`config.mk`:
```
export PLATFORM = sky130hd
export DESIGN_NAME = fir_stream_monitor_flat
export DESIGN_NICKNAME = d
export VERILOG_FILES = /design/src/rtl/fir_pkg.sv /design/src/rtl/fir_stream_monitor_if.sv /design/src/rtl/axis_fifo.sv /design/src/rtl/fir_stream_monitor.sv /design/src/flat_wrapper.sv
export SDC_FILE = /design/constraint.sdc
export NUM_CORES = 1
export LEC_CHECK = 0
export ABC_AREA = 0
export ABC_CLOCK_PERIOD_IN_PS = 2800
export CAP_MARGIN = 20
export CELL_PAD_IN_SITES_DETAIL_PLACEMENT = 2
export CELL_PAD_IN_SITES_GLOBAL_PLACEMENT = 2
export CORE_ASPECT_RATIO = 1.1
export CORE_MARGIN = 2
export CORE_UTILIZATION = 34
export DETAILED_ROUTE_END_ITERATION = 16
export GPL_TIMING_DRIVEN = 0
export PLACE_DENSITY = 0.8
export SYNTH_ARGS = -nofsm -noshare
export SYNTH_HDL_FRONTEND = slang
export SYNTH_SLANG_ARGS = --single-unit
```
`constraint.sdc`:
```
create_clock -name axis_clk -period 2.8 [get_ports axis_clk]
set_input_delay 0.56 -clock axis_clk [delete_from_list [all_inputs] [get_ports axis_clk]]
set_output_delay 0.56 -clock axis_clk [all_outputs]
set_load 0.005 [all_outputs]
```
`src/rtl/fir_pkg.sv`:
```
// Shared register map, bit positions and statistics constants for fir_stream_monitor.
package fir_pkg;

    localparam int unsigned REG_W = 32;
    localparam int unsigned SUM_W = 48;

    localparam int unsigned ADDR_CTRL   = 'h00;
    localparam int unsigned ADDR_COUNT  = 'h04;
    localparam int unsigned ADDR_MIN    = 'h08;
    localparam int unsigned ADDR_MAX    = 'h0C;
    localparam int unsigned ADDR_SUM_LO = 'h10;
    localparam int unsigned ADDR_SUM_HI = 'h14;

    localparam int CTRL_ENABLE_BIT = 0;
    localparam int CTRL_DONE_BIT   = 1;
    localparam int CTRL_CLEAR_BIT  = 2;
    localparam int CTRL_EMPTY_BIT  = 4;
    localparam int CTRL_FULL_BIT   = 5;

    // min starts at the largest signed value and max at the smallest, so the
    // first counted sample always replaces both.
    localparam logic [REG_W-1:0] STAT_MIN_RESET = 32'h7FFF_FFFF;
    localparam logic [REG_W-1:0] STAT_MAX_RESET = 32'h8000_0000;

    typedef enum logic [1:0] {
        RD_IDLE = 2'd0,
        RD_ADDR = 2'd1,
        RD_DATA = 2'd2
    } rd_state_e;

    function automatic logic [REG_W-1:0] ctrl_word(input logic enable, input logic done,
                                                   input logic empty, input logic full);
        logic [REG_W-1:0] w;
        w = '0;
        w[CTRL_ENABLE_BIT] = enable;
        w[CTRL_DONE_BIT]   = done;
        w[CTRL_EMPTY_BIT]  = empty;
        w[CTRL_FULL_BIT]   = full;
        return w;
    endfunction

endpackage

```
`src/rtl/fir_stream_monitor_if.sv`:
```
// Stream-in, stream-out and AXI-Lite bundle of fir_stream_monitor.
// Every channel transfers on a rising edge where its valid and ready are both high.
interface fir_stream_monitor_if #(
    parameter int pADDR_WIDTH = 12,
    parameter int pDATA_WIDTH = 32
);
    logic                   ss_tvalid;
    logic [pDATA_WIDTH-1:0] ss_tdata;
    logic                   ss_tlast;
    logic                   ss_tready;

    logic                   sm_tvalid;
    logic [pDATA_WIDTH-1:0] sm_tdata;
    logic                   sm_tlast;
    logic                   sm_tready;

    logic                   awvalid;
    logic                   awready;
    logic [pADDR_WIDTH-1:0] awaddr;
    logic                   wvalid;
    logic                   wready;
    logic [pDATA_WIDTH-1:0] wdata;

    logic                   arvalid;
    logic                   arready;
    logic [pADDR_WIDTH-1:0] araddr;
    logic                   rvalid;
    logic                   rready;
    logic [pDATA_WIDTH-1:0] rdata;

    modport slave (
        input  ss_tvalid, ss_tdata, ss_tlast,
        output ss_tready,
        output sm_tvalid, sm_tdata, sm_tlast,
        input  sm_tready,
        input  awvalid, awaddr,
        output awready,
        input  wvalid, wdata,
        output wready,
        input  arvalid, araddr,
        output arready,
        output rvalid, rdata,
        input  rready
    );

    modport master (
        output ss_tvalid, ss_tdata, ss_tlast,
        input  ss_tready,
        input  sm_tvalid, sm_tdata, sm_tlast,
        output sm_tready,
        output awvalid, awaddr,
        input  awready,
        output wvalid, wdata,
        input  wready,
        output arvalid, araddr,
        input  arready,
        input  rvalid, rdata,
        output rready
    );

endinterface

```
`src/rtl/axis_fifo.sv`:
```
// Small stream FIFO carrying data plus tlast; pointers have one extra wrap bit
// so full and empty are told apart without an occupancy counter.
module axis_fifo #(
    parameter int pDATA_WIDTH = 32,
    parameter int pDEPTH      = 4
) (
    input  logic                   clk,
    input  logic                   rst_n,
    input  logic                   in_valid,
    input  logic [pDATA_WIDTH-1:0] in_data,
    input  logic                   in_last,
    output logic                   in_ready,
    output logic                   out_valid,
    output logic [pDATA_WIDTH-1:0] out_data,
    output logic                   out_last,
    input  logic                   out_ready,
    output logic                   full,
    output logic                   empty
);

    localparam int PTR_W = $clog2(pDEPTH);

    logic [PTR_W:0]       wr_ptr;
    logic [PTR_W:0]       rd_ptr;
    logic [pDATA_WIDTH:0] mem [pDEPTH];
    logic [pDATA_WIDTH:0] head;
    logic                 push;
    logic                 pop;

    assign empty = (wr_ptr == rd_ptr);
    assign full  = (wr_ptr[PTR_W] != rd_ptr[PTR_W]) &&
                   (wr_ptr[PTR_W-1:0] == rd_ptr[PTR_W-1:0]);

    assign push = in_valid && !full;
    assign pop  = out_ready && !empty;

    assign in_ready  = !full;
    assign out_valid = !empty;

    // Head is masked while empty so the output bus reads zero out of reset.
    assign head     = mem[rd_ptr[PTR_W-1:0]];
    assign out_data = empty ? '0 : head[pDATA_WIDTH-1:0];
    assign out_last = empty ? 1'b0 : head[pDATA_WIDTH];

    always_ff @(posedge clk or negedge rst_n) begin
        if (!rst_n) begin
            wr_ptr <= '0;
            rd_ptr <= '0;
        end else begin
            if (push) wr_ptr <= wr_ptr + (PTR_W + 1)'(1);
            if (pop)  rd_ptr <= rd_ptr + (PTR_W + 1)'(1);
        end
    end

    always_ff @(posedge clk) begin
        if (push) mem[wr_ptr[PTR_W-1:0]] <= {in_last, in_data};
    end

endmodule

```
`src/rtl/fir_stream_monitor.sv`:
```
// Pass-through buffer for the FIR output stream that keeps running count,
// min, max and sum of accepted samples, readable over AXI-Lite.
module fir_stream_monitor
    import fir_pkg::*;
#(
    parameter int pADDR_WIDTH = 12,
    parameter int pDATA_WIDTH = 32,
    parameter int pDEPTH      = 4
) (
    input  logic                 axis_clk,
    input  logic                 axis_rst_n,
    fir_stream_monitor_if.slave  bus
);

    logic                   fifo_in_ready;
    logic                   fifo_out_valid;
    logic [pDATA_WIDTH-1:0] fifo_out_data;
    logic                   fifo_out_last;
    logic                   fifo_full;
    logic                   fifo_empty;

    axis_fifo #(
        .pDATA_WIDTH (pDATA_WIDTH),
        .pDEPTH      (pDEPTH)
    ) u_fifo (
        .clk       (axis_clk),
        .rst_n     (axis_rst_n),
        .in_valid  (bus.ss_tvalid),
        .in_data   (bus.ss_tdata),
        .in_last   (bus.ss_tlast),
        .in_ready  (fifo_in_ready),
        .out_valid (fifo_out_valid),
        .out_data  (fifo_out_data),
        .out_last  (fifo_out_last),
        .out_ready (bus.sm_tready),
        .full      (fifo_full),
        .empty     (fifo_empty)
    );

    assign bus.ss_tready = fifo_in_ready;
    assign bus.sm_tvalid = fifo_out_valid;
    assign bus.sm_tdata  = fifo_out_data;
    assign bus.sm_tlast  = fifo_out_last;

    logic in_fire;
    assign in_fire = bus.ss_tvalid && fifo_in_ready;

    // Write channel: address and data are taken together, one pulse per write.
    logic wr_rdy;
    logic wr_fire;
    logic ctrl_wr;
    logic clear_wr;
    logic wdata_unused;

    always_ff @(posedge axis_clk or negedge axis_rst_n) begin
        if (!axis_rst_n) begin
            wr_rdy <= 1'b0;
        end else if (wr_rdy) begin
            wr_rdy <= 1'b0;
        end else if (bus.awvalid && bus.wvalid) begin
            wr_rdy <= 1'b1;
        end
    end

    assign bus.awready = wr_rdy;
    assign bus.wready  = wr_rdy;
    assign wr_fire     = wr_rdy && bus.awvalid && bus.wvalid;
    assign ctrl_wr     = wr_fire && (bus.awaddr == pADDR_WIDTH'(ADDR_CTRL));
    assign clear_wr    = ctrl_wr && bus.wdata[CTRL_CLEAR_BIT];
    assign wdata_unused = &{1'b0, bus.wdata[pDATA_WIDTH-1:CTRL_CLEAR_BIT+1],
                           bus.wdata[CTRL_DONE_BIT]};

    logic                   enable;
    logic                   done;
    logic [pDATA_WIDTH-1:0] stat_count;
    logic [pDATA_WIDTH-1:0] stat_min;
    logic [pDATA_WIDTH-1:0] stat_max;
    logic [SUM_W-1:0]       stat_sum;

    // Clear outranks a sample accepted on the same edge; that sample is not counted.
    always_ff @(posedge axis_clk or negedge axis_rst_n) begin
        if (!axis_rst_n) begin
            enable     <= 1'b0;
            done       <= 1'b0;
            stat_count <= '0;
            stat_sum   <= '0;
            stat_min   <= pDATA_WIDTH'(STAT_MIN_RESET);
            stat_max   <= pDATA_WIDTH'(STAT_MAX_RESET);
        end else begin
            if (clear_wr) begin
                done       <= 1'b0;
                stat_count <= '0;
                stat_sum   <= '0;
                stat_min   <= pDATA_WIDTH'(STAT_MIN_RESET);
                stat_max   <= pDATA_WIDTH'(STAT_MAX_RESET);
            end else if (in_fire) begin
                if (bus.ss_tlast) done <= 1'b1;
                if (enable) begin
                    stat_count <= stat_count + pDATA_WIDTH'(1);
                    stat_sum   <= stat_sum + SUM_W'($signed(bus.ss_tdata));
                    if ($signed(bus.ss_tdata) < $signed(stat_min)) stat_min <= bus.ss_tdata;
                    if ($signed(bus.ss_tdata) > $signed(stat_max)) stat_max <= bus.ss_tdata;
                end
            end
            if (ctrl_wr) enable <= bus.wdata[CTRL_ENABLE_BIT];
        end
    end

    logic [pDATA_WIDTH-1:0] rd_word;

    always_comb begin
        rd_word = '0;
        case (bus.araddr)
            pADDR_WIDTH'(ADDR_CTRL):   rd_word = pDATA_WIDTH'(ctrl_word(enable, done,
                                                                      fifo_empty, fifo_full));
            pADDR_WIDTH'(ADDR_COUNT):  rd_word = stat_count;
            pADDR_WIDTH'(ADDR_MIN):    rd_word = stat_min;
            pADDR_WIDTH'(ADDR_MAX):    rd_word = stat_max;
            pADDR_WIDTH'(ADDR_SUM_LO): rd_word = stat_sum[pDATA_WIDTH-1:0];
            pADDR_WIDTH'(ADDR_SUM_HI): rd_word = pDATA_WIDTH'($signed(stat_sum[SUM_W-1:REG_W]));
            default:                   rd_word = '0;
        endcase
    end

    // Read FSM: address accepted in ADDR, data snapshotted into rdata and held in DATA.
    rd_state_e              rd_state;
    logic                   ar_rdy;
    logic                   r_vld;
    logic [pDATA_WIDTH-1:0] r_data;

    always_ff @(posedge axis_clk or negedge axis_rst_n) begin
        if (!axis_rst_n) begin
            rd_state <= RD_IDLE;
            ar_rdy   <= 1'b0;
            r_vld    <= 1'b0;
            r_data   <= '0;
        end else begin
            case (rd_state)
                RD_IDLE: begin
                    if (bus.arvalid) begin
                        ar_rdy   <= 1'b1;
                        rd_state <= RD_ADDR;
                    end
                end
                RD_ADDR: begin
                    ar_rdy   <= 1'b0;
                    r_vld    <= 1'b1;
                    r_data   <= rd_word;
                    rd_state <= RD_DATA;
                end
                RD_DATA: begin
                    if (bus.rready) begin
                        r_vld    <= 1'b0;
                        rd_state <= RD_IDLE;
                    end
                end
                default: begin
                    ar_rdy   <= 1'b0;
                    r_vld    <= 1'b0;
                    rd_state <= RD_IDLE;
                end
            endcase
        end
    end

    assign bus.arready = ar_rdy;
    assign bus.rvalid  = r_vld;
    assign bus.rdata   = r_data;

endmodule

```
`src/flat_wrapper.sv`:
```
// flat-port wrapper written by rule: the top's interface ports become plain ports
module fir_stream_monitor_flat import fir_pkg::*;
#(
    parameter int pADDR_WIDTH = 12,
    parameter int pDATA_WIDTH = 32,
    parameter int pDEPTH      = 4
)
  (axis_clk, axis_rst_n, bus_ss_tvalid, bus_ss_tdata, bus_ss_tlast, bus_ss_tready, bus_sm_tvalid, bus_sm_tdata, bus_sm_tlast, bus_sm_tready, bus_awvalid, bus_awaddr, bus_awready, bus_wvalid, bus_wdata, bus_wready, bus_arvalid, bus_araddr, bus_arready, bus_rvalid, bus_rdata, bus_rready);
  fir_stream_monitor_if #(.pADDR_WIDTH(pADDR_WIDTH), .pDATA_WIDTH(pDATA_WIDTH)) bus_i ();
  input  logic axis_clk;
  input  logic axis_rst_n;
  input wire logic [$bits(bus_i.ss_tvalid)-1:0] bus_ss_tvalid;
  input wire logic [$bits(bus_i.ss_tdata)-1:0] bus_ss_tdata;
  input wire logic [$bits(bus_i.ss_tlast)-1:0] bus_ss_tlast;
  output wire logic [$bits(bus_i.ss_tready)-1:0] bus_ss_tready;
  output wire logic [$bits(bus_i.sm_tvalid)-1:0] bus_sm_tvalid;
  output wire logic [$bits(bus_i.sm_tdata)-1:0] bus_sm_tdata;
  output wire logic [$bits(bus_i.sm_tlast)-1:0] bus_sm_tlast;
  input wire logic [$bits(bus_i.sm_tready)-1:0] bus_sm_tready;
  input wire logic [$bits(bus_i.awvalid)-1:0] bus_awvalid;
  input wire logic [$bits(bus_i.awaddr)-1:0] bus_awaddr;
  output wire logic [$bits(bus_i.awready)-1:0] bus_awready;
  input wire logic [$bits(bus_i.wvalid)-1:0] bus_wvalid;
  input wire logic [$bits(bus_i.wdata)-1:0] bus_wdata;
  output wire logic [$bits(bus_i.wready)-1:0] bus_wready;
  input wire logic [$bits(bus_i.arvalid)-1:0] bus_arvalid;
  input wire logic [$bits(bus_i.araddr)-1:0] bus_araddr;
  output wire logic [$bits(bus_i.arready)-1:0] bus_arready;
  output wire logic [$bits(bus_i.rvalid)-1:0] bus_rvalid;
  output wire logic [$bits(bus_i.rdata)-1:0] bus_rdata;
  input wire logic [$bits(bus_i.rready)-1:0] bus_rready;
  assign bus_i.ss_tvalid = bus_ss_tvalid;
  assign bus_i.ss_tdata = bus_ss_tdata;
  assign bus_i.ss_tlast = bus_ss_tlast;
  assign bus_ss_tready = bus_i.ss_tready;
  assign bus_sm_tvalid = bus_i.sm_tvalid;
  assign bus_sm_tdata = bus_i.sm_tdata;
  assign bus_sm_tlast = bus_i.sm_tlast;
  assign bus_i.sm_tready = bus_sm_tready;
  assign bus_i.awvalid = bus_awvalid;
  assign bus_i.awaddr = bus_awaddr;
  assign bus_awready = bus_i.awready;
  assign bus_i.wvalid = bus_wvalid;
  assign bus_i.wdata = bus_wdata;
  assign bus_wready = bus_i.wready;
  assign bus_i.arvalid = bus_arvalid;
  assign bus_i.araddr = bus_araddr;
  assign bus_arready = bus_i.arready;
  assign bus_rvalid = bus_i.rvalid;
  assign bus_rdata = bus_i.rdata;
  assign bus_i.rready = bus_rready;
  fir_stream_monitor #(.pADDR_WIDTH(pADDR_WIDTH), .pDATA_WIDTH(pDATA_WIDTH), .pDEPTH(pDEPTH)) u_core (.axis_clk(axis_clk), .axis_rst_n(axis_rst_n), .bus(bus_i));
endmodule
```
==> impl_metrics.env <==
export IMPL_clock_sinks=321
export IMPL_grt_remaining_overflow=0
export IMPL_vias_per_cell=6.435
export IMPL_rsz0062_at_grt="yes"
export IMPL_critical_path_top_cell_by_count="sky130_fd_sc_hd__a21o_1"
export IMPL_wire_per_inst_um=35.71
export IMPL_worstMarginPinSlew_ns=1.084
export IMPL_synth_lib_cells_used_distinct=76
export IMPL_synth_ff_type="sky130_fd_sc_hd__dfrtp_1"
export IMPL_fin_setup_tns_ns=-45.17
export IMPL_drv_slew=0
export IMPL_remaining_drc_errors=0
export IMPL_comb_power_share_pct=37.1
export IMPL_static_leakage_power_uw=0.01007
export IMPL_ctsRootBufferMaster="sky130_fd_sc_hd__clkbuf_16"
export IMPL_synth_area_per_cell_um2=10.48
export IMPL_setup_cp_type="reg2reg"
export IMPL_grt_first_pass_wirelength_mm=118.7
export IMPL_synthArstFlopShare_pct=58.88
export IMPL_detailedRoute_firstPassIterationCount=10
export IMPL_critPathArrivalTime_ns=4.22
export IMPL_p_per_area_nw_per_um2=726.3
export IMPL_setup_violations=133
export IMPL_via_count=17610
export IMPL_endpoint_kind="flip-flop"
export IMPL_outcome="complete, but fails checks"
export IMPL_cp_slowest_stage_delay_ns=0.60
export IMPL_synthesis_instances=1720
export IMPL_tritoncts_buffers=38
export IMPL_die_width_um=223.5
export IMPL_required_time_at_the_endpoint_of_the_critical_path_ns=3.24
export IMPL_stdcell_count=2736
export IMPL_buffers_added_on_ports=135
export IMPL_power_switching_share_pct=32.56
export IMPL_clkSlewWorstSetupHoldPaths_ns=0.07
export IMPL_postSynthRegisterBits=321
export IMPL_yosysSeqAreaShare_pct=48.46
export IMPL_synth_top_cell_area_share_pct=21.99
export IMPL_gp_congestion=0.8646
export IMPL_final_min_clock_period_ns=3.779
export IMPL_power_share_sequential_pct=32.5
export IMPL_period_share_pct=135.0
export IMPL_die_area_um2=54870
export IMPL_placed_cells_incl_taps=2535
export IMPL_htreeDepth=2
export IMPL_max_freq_ghz=0.2646
export IMPL_grt_start_max_net_pins=112
export IMPL_synth_fp_nets=1934
export IMPL_fp_row_count=88
export IMPL_top_level_ports=168
export IMPL_design_core_area_um2=52410
export IMPL_power_clock_fraction_pct=30.4
export IMPL_n_fill_cell=5122
export IMPL_cell_accounting_for_the_most_synthesized_area="sky130_fd_sc_hd__edfxtp_1"
export IMPL_cts_tree="done"
export IMPL_timing_hold_violations_final=3
export IMPL_ordered_cell_list_for_the_critical_path="inv_1 > ha_1 > a21o_1 > a21o_1 > a21oi_2 > o211ai_1 > a221o_1 > mux2_4 > clkbuf_16 > o21ai_2 > nand3_1"
export IMPL_grt_overall_usage_pct=28.78
export IMPL_drive_gt1_share_pct=30.78
export IMPL_yosys_warnings=0
export IMPL_grt_pass1_vias=18140
export IMPL_synth_cell_area_um2=18020
export IMPL_synth_edff_count=132
export IMPL_power_switching_uw=5823
export IMPL_worst_slack_ns=-0.9787
export IMPL_clkLatencyLatePin_ns=0.59
export IMPL_worst_ir_drop_vdd_v=0.0004167
export IMPL_overall_die_height_um=245.5
export IMPL_finalHoldWorstSlack_ns=-0.02444
export IMPL_critical_path_slowest_cell="sky130_fd_sc_hd__a221o_1"
export IMPL_worstRegToRegCells=11
export IMPL_timing_clock_skew_ns=0.03205
export IMPL_net_count_final=2244
export IMPL_antenna_found_initial=1
export IMPL_cell_internal_pwr_uw=12060
export IMPL_wl_mm=97.70
export IMPL_ant_nets=0
export IMPL_timing_hold_worst_class="in2async"
export IMPL_worst_rel_slew_slack_pct=27.41
export IMPL_initial_core_util_pct=34.39
export IMPL_cap_viol_max_count=0
export IMPL_cts_max_path_buffers=3
export IMPL_critical_path_max_fanout=8
export IMPL_violations_in_the_final_reports="negative hold slack, negative setup slack"
export IMPL_place_hpwl_mm=51.74
export IMPL_drt_iter0_markers=1738
export IMPL_timing_critical_path_from_type="flip-flop"
export IMPL_synth_top_cells_by_area="sky130_fd_sc_hd__edfxtp_1 22%, sky130_fd_sc_hd__dfrtp_1 22%, sky130_fd_sc_hd__ha_1 8.1%, sky130_fd_sc_hd__dfstp_2 4.7%, sky130_fd_sc_hd__mux4_2 4.4%"
export IMPL_fin_util_pct=46.98
export IMPL_synthToLayoutAreaGrowth_pct=36.61
-- cell usage in the layout (no fill, tap or decap), drive strengths merged, types with 14 or more instances in the layout --
cell           count
clkdlybuf4s15     14
a21oi            136
dfrtp            157
and2              42
clkdlybuf4s50     68
ha               116
nor2              89
clkbuf           147
a22o              28
nand4             28
mux4              35
a21o              54
a22oi             47
o21ai            122
nand3            148
inv               83
dfstp             32
buf              187
xor2              34
xnor2             31
edfxtp           132
nand2            126
-- kinds of logic after synthesis --
kind of cell               synth area share, %
AOI/OAI and AO/OA                        17.51
DFF                                      48.46
and+or+nand+nor                          14.05
muxes                                    4.797
buffers and inverters                    3.825
xor gates and xnor gates                 3.200
adders and majority gates                8.164
-- cell type report --
type | count | area (um^2) | area share (%)
repair buffers | 275 | 2709 | 11.00
clock inverters | 16 | 200.2 | 0.8131
well taps | 675 | 844.6 | 3.430
diodes | 1 | 2.502 | 0.01016
flip-flops and latches | 321 | 8738 | 35.49
plain buffers | 91 | 651.9 | 2.648
inverters | 83 | 311.5 | 1.265
multi-input cells | 1220 | 10090 | 40.98
clock buffers | 54 | 1072 | 4.355
-- sequential cells by signal, summed over array words and instances, names as in the netlist --
register              cells
u_core.enable             1
u_core.rd_state           2
u_core.stat_count        32
u_core.bus.rdata         32
u_core.stat_sum          48
u_core.done               1
u_core.u_fifo.mem       132
u_core.bus.arready        1
u_core.bus.awready        1
u_core.bus.rvalid         1
u_core.stat_min          32
u_core.u_fifo.rd_ptr      3
u_core.stat_max          32
u_core.u_fifo.wr_ptr      3
-- path summary, 6_finish.rpt --
check	startpoint	to	slack [ns]
hold / removal	axis_rst_n	u_core.u_fifo.rd_ptr[2]	-0.02
setup reg to reg	u_core.stat_min[1]	u_core.stat_min[4]	-0.98
hold reg to reg	u_core.bus.awready	u_core.bus.awready	0.48
setup / recovery	u_core.stat_min[1]	u_core.stat_min[4]	-0.98
min in group axis_clk	bus_ss_tdata[0]	u_core.u_fifo.mem[2][0]	0.37
max in group asynchronous	axis_rst_n	u_core.stat_sum[31]	1.68
-- repair_timing --
| action | 4_1_cts | 5_1_grt |
|---|---|---|
| pin swaps | 48 | 145 |
| endpoints found under the setup margin | 208 | 187 |
| resized for setup | 474 | 320 |
| setup buffers | 69 | 66 |
| cloned | 6 | 4 |
| hold buffers | 0 | 0 |
-- per-stage QoR --
step                      instance area [um^2]  total power [uW]  worst slack (ns)  hold WS [ns]
after floorplan                          18060              7695         -0.005070        0.2644
after global placement                   20250              9547            -7.589        0.4649
after detailed placement                 20340              9898            -1.948        0.4765
after CTS                                23260             16380           -0.2401      0.006957
after global routing                     24620             18280           -0.9996       0.01817
final                                    24620             17880           -0.9787      -0.02444
-- Yosys cell counts (all sizes together) (35+ instances only) --
| cell type | instances |
|---|---|
| a21o | 54 |
| a21oi | 136 |
| a22oi | 47 |
| and2 | 42 |
| clkbuf | 84 |
| dfrtp | 157 |
| edfxtp | 132 |
| ha | 116 |
| inv | 83 |
| mux4 | 35 |
| nand2 | 126 |
| nand3 | 148 |
| nor2 | 89 |
| o21ai | 122 |
-- worst max-delay path: cells and delay by family (launching register included) --
| kind | cells | cell delay [ns] |
|---|---|---|
| AND/OR/NAND/NOR | 1 | 0.15 |
| adder cells (fa/ha/maj) | 1 | 0.29 |
| buffers and inverters | 2 | 0.28 |
| multiplexers | 1 | 0.45 |
| flip-flops | 1 | 0.57 |
| AO/OA/AOI/OAI | 6 | 1.89 |
-- power by group through the flow --
stage / Clock (uW) / Sequential, uW / Combinational, uW
after floorplan: 0 / 5670 / 2020
final: 5440 / 5810 / 6630
after global routing: 5590 / 5830 / 6860
after detailed placement: 0 / 5770 / 4130
after global placement: 0 / 5710 / 3840
after CTS: 5260 / 5710 / 5410
-- per-layer routing --
metal	routed length, um	track usage, %	vias up	part of all wire, %
met5	13	0	-	0.013
met1	35450	33.08	9111	36
met3	6139	3.728	450	6.3
met4	7833	13.45	2	8.0
met2	48260	52.94	1020	49
li1	-	-	7022	-
(Power assumes the default switching activity.)
